<file path="src/rtl/uart_multi_rx_mux.sv">
// uart_multi_rx_mux: bank of NUM_CH 8N1 UART receivers, each with its own byte FIFO and
// last-value register. A round-robin arbiter merges the FIFOs into a single valid/ready
// byte stream tagged with the source channel. Overflow and framing errors are sticky.
module uart_multi_rx_mux #(
    parameter int unsigned NUM_CH     = 2,
    parameter int unsigned CLK_FREQ   = 100000000,
    parameter int unsigned BAUD       = 115200,
    parameter int unsigned FIFO_DEPTH = 8,
    localparam int unsigned CH_W      = (NUM_CH > 1) ? $clog2(NUM_CH) : 1
) (
    input  logic                  clk,
    input  logic                  rst,
    input  logic [NUM_CH-1:0]     rxd,
    output logic [7:0]            out_data,
    output logic [CH_W-1:0]       out_ch,
    output logic                  out_valid,
    input  logic                  out_ready,
    output logic [8*NUM_CH-1:0]   last_byte,
    output logic [NUM_CH-1:0]     ovf_err,
    output logic [NUM_CH-1:0]     frm_err,
    input  logic                  clear_err
);

    localparam int unsigned CLKS_PER_BIT = CLK_FREQ / BAUD;
    localparam int unsigned CNT_W        = $clog2(CLKS_PER_BIT);
    localparam int unsigned PTR_W        = $clog2(FIFO_DEPTH);

    localparam logic [CNT_W-1:0] CNT_LAST = CNT_W'(CLKS_PER_BIT - 1);
    localparam logic [CNT_W-1:0] CNT_HALF = CNT_W'(CLKS_PER_BIT / 2 - 1);
    localparam logic [PTR_W:0]   CNT_FULL = (PTR_W + 1)'(FIFO_DEPTH);

    typedef enum logic [1:0] {StIdle, StStart, StData, StStop} rxStateT;

    // Per-channel views shared with the arbiter and the flag/last-value outputs
    wire  [NUM_CH-1:0] notEmpty;
    wire  [NUM_CH-1:0] ovfSet;
    wire  [NUM_CH-1:0] frmSet;
    wire  [7:0]        headData [NUM_CH];
    wire  [7:0]        lastArr  [NUM_CH];

    logic [NUM_CH-1:0] popVec;
    logic [CH_W-1:0]   grant;
    logic [CH_W-1:0]   rrPtr;
    logic              anyCand;
    logic              load;

    for (genvar ch = 0; ch < NUM_CH; ch++) begin : gCh
        logic             syncA;
        logic             syncB;
        rxStateT          state;
        logic [CNT_W-1:0] bitCnt;
        logic [2:0]       bitIdx;
        logic [7:0]       shiftReg;
        logic             pushQ;
        logic [7:0]       pushData;
        logic             frmQ;
        logic [7:0]       lastQ;
        logic [7:0]       mem [FIFO_DEPTH];
        logic [PTR_W-1:0] wrPtr;
        logic [PTR_W-1:0] rdPtr;
        logic [PTR_W:0]   count;
        logic             isFull;
        logic             doWrite;

        // Two-flop synchronizer, preset to the idle-high line level
        always_ff @(posedge clk or posedge rst) begin
            if (rst) begin
                syncA <= 1'b1;
                syncB <= 1'b1;
            end else begin
                syncA <= rxd[ch];
                syncB <= syncA;
            end
        end

        // Receive FSM: mid-bit sampling, registered push/error pulses and last-value update
        always_ff @(posedge clk or posedge rst) begin
            if (rst) begin
                state    <= StIdle;
                bitCnt   <= '0;
                bitIdx   <= '0;
                shiftReg <= '0;
                pushQ    <= 1'b0;
                pushData <= '0;
                frmQ     <= 1'b0;
                lastQ    <= '0;
            end else begin
                pushQ <= 1'b0;
                frmQ  <= 1'b0;
                unique case (state)
                    StIdle: begin
                        if (!syncB) begin
                            state  <= StStart;
                            bitCnt <= '0;
                        end
                    end
                    StStart: begin
                        if (bitCnt == CNT_HALF) begin
                            // Line back high at mid start bit is a glitch, not a frame
                            bitCnt <= '0;
                            bitIdx <= '0;
                            state  <= syncB ? StIdle : StData;
                        end else begin
                            bitCnt <= bitCnt + 1'b1;
                        end
                    end
                    StData: begin
                        if (bitCnt == CNT_LAST) begin
                            bitCnt   <= '0;
                            shiftReg <= {syncB, shiftReg[7:1]};
                            bitIdx   <= bitIdx + 1'b1;
                            if (bitIdx == 3'd7) begin
                                state <= StStop;
                            end
                        end else begin
                            bitCnt <= bitCnt + 1'b1;
                        end
                    end
                    StStop: begin
                        if (bitCnt == CNT_LAST) begin
                            // Back to idle at once so a start edge mid stop bit is seen
                            bitCnt <= '0;
                            state  <= StIdle;
                            if (syncB) begin
                                pushQ    <= 1'b1;
                                pushData <= shiftReg;
                                lastQ    <= shiftReg;
                            end else begin
                                frmQ <= 1'b1;
                            end
                        end else begin
                            bitCnt <= bitCnt + 1'b1;
                        end
                    end
                    default: state <= StIdle;
                endcase
            end
        end

        // A push into a full FIFO still lands if the same cycle pops a slot free
        assign isFull  = (count == CNT_FULL);
        assign doWrite = pushQ && (!isFull || popVec[ch]);

        // FIFO storage, no reset needed: only read when count is non-zero
        always_ff @(posedge clk) begin
            if (doWrite) begin
                mem[wrPtr] <= pushData;
            end
        end

        // FIFO pointers and occupancy
        always_ff @(posedge clk or posedge rst) begin
            if (rst) begin
                wrPtr <= '0;
                rdPtr <= '0;
                count <= '0;
            end else begin
                if (doWrite) begin
                    wrPtr <= wrPtr + 1'b1;
                end
                if (popVec[ch]) begin
                    rdPtr <= rdPtr + 1'b1;
                end
                if (doWrite && !popVec[ch]) begin
                    count <= count + 1'b1;
                end else if (!doWrite && popVec[ch]) begin
                    count <= count - 1'b1;
                end
            end
        end

        assign notEmpty[ch] = (count != '0);
        assign headData[ch] = mem[rdPtr];
        assign ovfSet[ch]   = pushQ && isFull && !popVec[ch];
        assign frmSet[ch]   = frmQ;
        assign lastArr[ch]  = lastQ;
    end

    // Round-robin grant: first non-empty FIFO at or after rrPtr, then wrap to the low ids
    always_comb begin
        anyCand = 1'b0;
        grant   = '0;
        for (int j = 0; j < NUM_CH; j++) begin
            if (!anyCand && notEmpty[j] && (j >= int'(rrPtr))) begin
                anyCand = 1'b1;
                grant   = CH_W'(j);
            end
        end
        for (int j = 0; j < NUM_CH; j++) begin
            if (!anyCand && notEmpty[j]) begin
                anyCand = 1'b1;
                grant   = CH_W'(j);
            end
        end
    end

    assign load = anyCand && (!out_valid || out_ready);

    // One-hot pop of the granted FIFO whenever the output register takes a new byte
    always_comb begin
        popVec = '0;
        if (load) begin
            popVec[grant] = 1'b1;
        end
    end

    // Output register and round-robin pointer; holds steady while stalled
    always_ff @(posedge clk or posedge rst) begin
        if (rst) begin
            out_data  <= '0;
            out_ch    <= '0;
            out_valid <= 1'b0;
            rrPtr     <= '0;
        end else if (load) begin
            out_data  <= headData[grant];
            out_ch    <= grant;
            out_valid <= 1'b1;
            rrPtr     <= (grant == CH_W'(NUM_CH - 1)) ? '0 : grant + 1'b1;
        end else if (out_ready) begin
            out_valid <= 1'b0;
        end
    end

    // Sticky error flags; a new error in the clear cycle keeps its flag set
    always_ff @(posedge clk or posedge rst) begin
        if (rst) begin
            ovf_err <= '0;
            frm_err <= '0;
        end else begin
            ovf_err <= (ovf_err & ~{NUM_CH{clear_err}}) | ovfSet;
            frm_err <= (frm_err & ~{NUM_CH{clear_err}}) | frmSet;
        end
    end

    // Pack the per-channel last-value registers into the flat output bus
    always_comb begin
        last_byte = '0;
        for (int i = 0; i < NUM_CH; i++) begin
            last_byte[8*i +: 8] = lastArr[i];
        end
    end

endmodule
</file>
<file path="config.mk">
export PLATFORM = sky130hd
export DESIGN_NAME = uart_multi_rx_mux
export DESIGN_NICKNAME = d
export VERILOG_FILES = /design/src/rtl/uart_multi_rx_mux.sv
export SDC_FILE = /design/constraint.sdc
export NUM_CORES = 1
export LEC_CHECK = 0
export CELL_PAD_IN_SITES_DETAIL_PLACEMENT = 0
export CELL_PAD_IN_SITES_GLOBAL_PLACEMENT = 2
export CORE_MARGIN = 2
export CORE_UTILIZATION = 36
export DETAILED_ROUTE_END_ITERATION = 10
export PLACE_DENSITY_LB_ADDON = 0.08
export SLEW_MARGIN = 20
export SYNTH_ARGS = -nofsm -noshare
export SYNTH_HDL_FRONTEND = slang
export SYNTH_SLANG_ARGS = --single-unit
</file>
<file path="constraint.sdc">
create_clock -name clk -period 4.5 [get_ports clk]
set_input_delay 1.35 -clock clk [delete_from_list [all_inputs] [get_ports clk]]
set_output_delay 1.35 -clock clk [all_outputs]
set_load 0.005 [all_outputs]
</file>
=== After elaboration in Yosys (flattened, before gate mapping) ===
Memories as Yosys holds them, arrays and structs flattened.
Index checks and enable logic that the tools add are counted.

* Output and inout bits: 30
* Input port bits: 6
* Bits in writable memories: 128
* Word-level logic and storage cells: 191
* Memories: 2
* Bits in registers: 105

* Muxes and demuxes: 64
* Eq/ne operators: 24
* $add $sub $neg: 13
* Bitwise operators: 6
* Reductions and logical operators: 48
* Magnitude comparators: 4

{| class="wikitable"
|+ Memory list
! name !! words !! bits a word !! rd ports !! clocked after Yosys merged registers in !! wr ports !! line !! text
|-
| gCh[0].mem || 8 || 8 || 1 || 0 || 1 || 58 || <nowiki>logic [7:0] mem [FIFO_DEPTH];</nowiki>
|-
| gCh[1].mem || 8 || 8 || 1 || 0 || 1 || 58 ||
|}

{| class="wikitable"
|+ Operators by type and width
! cell !! number
|-
| two-way mux 10 bit || 6
|-
| one-hot mux 10 bit (3 select lines) || 2
|-
| two-way mux 1 bit || 27
|-
| two-way mux 2 bit || 13
|-
| two-way mux 8 bit || 3
|-
| adder 10 x 1 -> 10 bit (second input constant) || 2
|-
| == test 10 bit (second input constant) || 2
|-
| == test 10 x 9 -> 1 bit (second input constant) || 2
|-
| != test 2 bit (second input constant) || 10
|-
| adder 3 x 1 -> 3 bit (second input constant) || 6
|-
| logical AND 1 bit || 16
|-
| two-way mux 4 bit || 4
|-
| one-hot mux 2 bit (4 select lines) || 2
|-
| two-way mux 3 bit || 4
|-
| one-hot mux 3 bit (2 select lines) || 2
|-
| AND reduction 3 bit || 4
|-
| logical NOT 1 bit || 10
|-
| AND reduction 5 bit || 2
|-
| nonzero test 2 bit || 5
|-
| adder 4 x 1 -> 4 bit (second input constant) || 2
|-
| == test 2 bit (second input constant) || 4
|-
| == test 4 bit (second input constant) || 2
|-
| nonzero test 4 bit || 2
|-
| subtractor 4 x 1 -> 4 bit (second input constant) || 2
|-
| other kinds (16) || 25
|}

=== Logic depth before layout (Yosys ltp) ===
* Word-level depth: 23
* Mapped depth: 11
* Depth with buffers taken out: 11

=== Worst setup path after synthesis ===
OpenSTA, ideal clock, no wires.

* Kind: input port to flip-flop
* From: input out_ready
* To: register gCh[1].count[3]
* Library setup time: 0.080 ns
* Buffers on the path: 0
* Data arrival time: 3.319 ns
* Cell stages on the path: 11
* Required time: 4.420 ns
* Slack: 1.101 ns
* Cell sequence: nand2b_1 o21a_1 o21ai_1 inv_1 ha_1 inv_1 ha_1 a21o_1 a21oi_1 mux2i_1 xnor2_1

* Cells in the longest elaborated chain, start to end: 8
* Elaborated cells between the ends (all ways): 11
* Classes of those cells: mux: 2; reduce/logical: 9

{| class="wikitable"
|+ Ends and longest elaborated chain
! what !! line !! text
|-
| start: declaration || 17 || <nowiki>input logic out_ready,</nowiki>
|-
| logical OR 1 bit * || 197 || <nowiki>assign load = anyCand && (!out_valid || out_ready);</nowiki>
|-
| logical AND 1 bit * || 197 ||
|-
| two-way mux 2 bit * || 202 || <nowiki>if (load) begin</nowiki>
|-
| logical OR 1 bit * || 142 || <nowiki>assign doWrite = pushQ && (!isFull || popVec[ch]);</nowiki>
|-
| logical AND 1 bit * || 142 ||
|-
| net gCh[1].doWrite || 63 || <nowiki>logic doWrite;</nowiki>
|-
| logical NOT 1 bit || 166 || <nowiki>end else if (!doWrite && popVec[ch]) begin</nowiki>
|-
| logical AND 1 bit || 166 ||
|-
| nonzero test 2 bit (no line) || - ||
|-
| end signal: assignment || 165 || <nowiki>count <= count + 1'b1;</nowiki>
|-
| end signal: assignment || 167 || <nowiki>count <= count - 1'b1;</nowiki>
|-
| end: declaration || 61 || <nowiki>logic [PTR_W:0] count;</nowiki>
|}

The timed path passes the listed nets; every way through them passes the cells marked *.
A chain may end at the register's enable or synchronous reset.

=== Final worst setup path ===
Ends and elaborated chain as after synthesis.

==> results.yml <==
final_layout:
  num-nets-final: 711
  fin_area_mm2: 0.0116
  syn_to_final_growth_pct: 17.3
  antenna-diode-count: 0
  layout-drive-gt1-share_pct: 22.0
detailed_routing:
  routed_wire_length_per_instance_um: 19.4
  via_count: 5338
  highest-signal-layer: "met4"
  met2_routed_wl_mm: 9.69
  routed_via_density: 5.10
  route.met3.wl_um: 752
  drt_pre_antenna_iters: 4
  route.antenna.remaining_nets: 0
  first_iter_violations: 251
  drc: 0
  drt_wl_total_mm: 20.3
  routed_length_on_met1_mm: 9.41
synthesis:
  synth_top_area_share_pct: 38.9
  number_of_unique_standard_cell_types_used_by_synthesis: 66
  top_flip_flop_cell_by_instance_count_after_synthesis: "edfxtp_1"
  netlist_area_mm2: 0.00988
  synth_enable_flop_cells: 128
  sequential_to_total_area_share_from_yosys_stat_pct: 65.5
  synthMostInstantiatedCell: "edfxtp_1"
  synth.cells.most_frequent: "128 x edfxtp_1, 101 x dfrtp_1, 49 x nand2_1"
  netlist_instances: 624
  yosys_warning_count: 0
  post-synth-top-area-cell: "edfxtp_1"
  postSynth.asyncResetShare_pct: 45.1
  synthTopCellsByArea: "edfxtp_1 39%, dfrtp_1 26%, mux4_2 7.3%"
  avgSynthCellArea_um2: 15.8
  syn-num-nets: 650
  ys_seq_elements: 233
power:
  power-per-cell-area_mw_per_mm2: 414
  power.switching_uw: 1080
  p_int_uw: 3720
  power.share.sequential_pct: 50.2
  irDropWorstVdd_mv: 0.277
  power.switching_fraction_pct: 22.5
  pwr-share-clk_pct: 44.0
  combPwrFrac_pct: 5.9
  p_leak_uw: 0.00474
placed_design:
  i_o_buffers: 35
  dpl.hpwl_mm: 13.4
  placed_area_mm2: 0.0107
  dp_slack_ns: 0.581
  gp_routability_congestion: 0.739
clock_network:
  post_cts.repair.setup_buffers: 0
  cts.sinks: 233
  cts_buffer_depth: 3
  tritoncts.num_buffers: 27
  htree_levels: 1
  root_buf_cell: "clkbuf_16"
  cts.repair.resized: 0
  cts_tree: "yes"
  path_clk_slew_ns: 0.06
  clkLatencyLatePin_ns: 0.53
  cts_hold_buf: 0
hold_path:
  hp-start: "gCh[1].syncA"
  worstHoldPathType: "reg -> reg"
sta:
  final_hold_viol_count: 0
  slew_headroom_pct: 41.7
  rsz0062_at_grt: "no"
  finalSetupTns_ns: 0
  setup_slack_ns: 1.13
  max_slew_violation_count: 0
  final_cycle_share_pct: 74.9
  setup_violations: 0
  max_clock_freq_mhz: 297
  tightestPinTransition_ns: 0.875
  final.min_clock_period_ns: 3.37
  finClkSkew_ns: 0.0191
floorplanning:
  die_area_mm2: 0.0288
  die_y_um: 170
  floorplan.initialDensity_pct: 36.7
  io_pins: 36
  row_count: 60
  core_area_mm2: 0.0270
  floorplan.die.width_um: 170
worst_setup_path:
  worstSetupPathType: "in -> reg"
  r2r-start: "gCh[0].count[0]"
  worst_setup_path_end_kind: "register"
  worstPathArrival_ns: 3.83
  startpoint_type: "input port"
  startpoint: "out_ready"
  worst-path-max-fanout: 7
  crit_required_ns: 4.95
run:
  max_cap_violations: 0
outcome:
  result_of_the_run: "completed"
grt:
  grt.overflow.total: 0
  grt_antenna_before_repair: 0
  grt_pass1_wl_mm: 32.4
  grt_util_all_layers_pct: 14.5
  first_global_vias: 5511
  maximum_number_of_pins_on_one_net_before_global_route_repair: 57
-- metal layers --
metal / GRT usage, % / vias to the layer above
met3: 2.80 / 28
met4: 3.38 / 0
met1: 20.2 / 2721
li1: - / 2523
met5: 0 / -
met2: 23.8 / 66
-- critical path, stage by stage --
cell	delay (ns)
clkdlybuf4s50_1	0.43
nand2b_1	0.21
o21a_1	0.17
o21ai_1	0.14
buf_4	0.17
inv_1	0.05
ha_1	0.20
inv_1	0.13
ha_1	0.25
a21o_1	0.17
a21oi_1	0.17
mux2i_1	0.25
xnor2_1	0.14
-- kinds of logic (layout without fill, tap and decap cells) --
| logic type | Yosys count | after routing | share of synthesized area (%) |
|---|---|---|---|
| adder cells (fa/ha/maj) | 20 | 20 | 2.68 |
| multiplexers | 93 | 93 | 14.3 |
| flip-flops | 233 | 233 | 65.5 |
| AO/OA/AOI/OAI | 73 | 73 | 5.63 |
| XOR/XNOR | 21 | 21 | 1.86 |
| AND/OR/NAND/NOR | 141 | 141 | 8.05 |
| buffers and inverters | 43 | 125 | 1.99 |
-- final cells by class --
class / count / area, µm²
fill: 2407 / 15400
sequential: 233 / 6480
multi-input combinational: 348 / 3230
clock buffer: 37 / 713
timing repair buffer: 60 / 551
tap: 341 / 427
clock inverter: 13 / 144
inverter: 15 / 58.8
-- worst paths after layout --
| kind | endpoint | slack (ns) | cells past startpoint |
|---|---|---|---|
| setup / recovery | gCh[1].count[3] | 1.13 | 13 |
| hold / removal | gCh[1].syncB | 0.35 | 0 |
| setup reg to reg | gCh[1].count[3] | 1.48 | 12 |
| hold reg to reg | gCh[1].syncB | 0.35 | 0 |
| max in group asynchronous | gCh[0].rdPtr[0] | 2.46 | 3 |
| min in group asynchronous | gCh[1].bitCnt[4] | 1.30 | 2 |
-- flip-flops by register name, indices dropped and copies added, names as in the netlist, named ones only --
register and count:
out_valid 1, gCh.bitIdx 6, out_ch 1, gCh.wrPtr 6, gCh.count 8, gCh.frmQ 2, gCh.shiftReg 16, ovf_err 2
gCh.lastQ 16, gCh.mem 128, gCh.pushQ 2, gCh.rdPtr 6, rrPtr 1, out_data 8, gCh.syncB 2, gCh.state 2
gCh.bitCnt 20, frm_err 2, gCh.syncA 2
-- through the flow --
stage | hold slack (ns) | cells | util [%] | power, µW
floorplan | 0.345 | 624 | - | 2640
global placement | 0.346 | 997 | 39.8 | 2730
detailed placement | 0.347 | 997 | 39.8 | 2740
CTS | 0.355 | 1047 | 43.0 | 4880
global route | 0.356 | 1047 | 43.0 | 5010
finish | 0.355 | 1047 | 43.0 | 4800
-- cells in the final DEF, fill, tap and decap left out, types with 13 or more instances in the layout --
cell type / count
dfrtp_1: 101
inv_1: 14
xnor2_1: 16
mux2_2: 31
clkdlybuf4s50_1: 35
mux4_2: 32
mux2i_1: 22
ha_1: 18
edfxtp_1: 128
nor2_1: 13
buf_4: 24
clkbuf_16: 27
nand2_1: 49
-- power by group through the flow --
| stage | sequential [µW] | combinational, µW | clock (µW) |
|---|---|---|---|
| finish | 2410 | 281 | 2110 |
| global route | 2420 | 315 | 2270 |
| CTS | 2420 | 286 | 2180 |
| detailed placement | 2460 | 286 | 0 |
| global placement | 2460 | 278 | 0 |
| floorplan | 2350 | 293 | 0 |
Note: power is estimated with default switching activity, not from simulation.
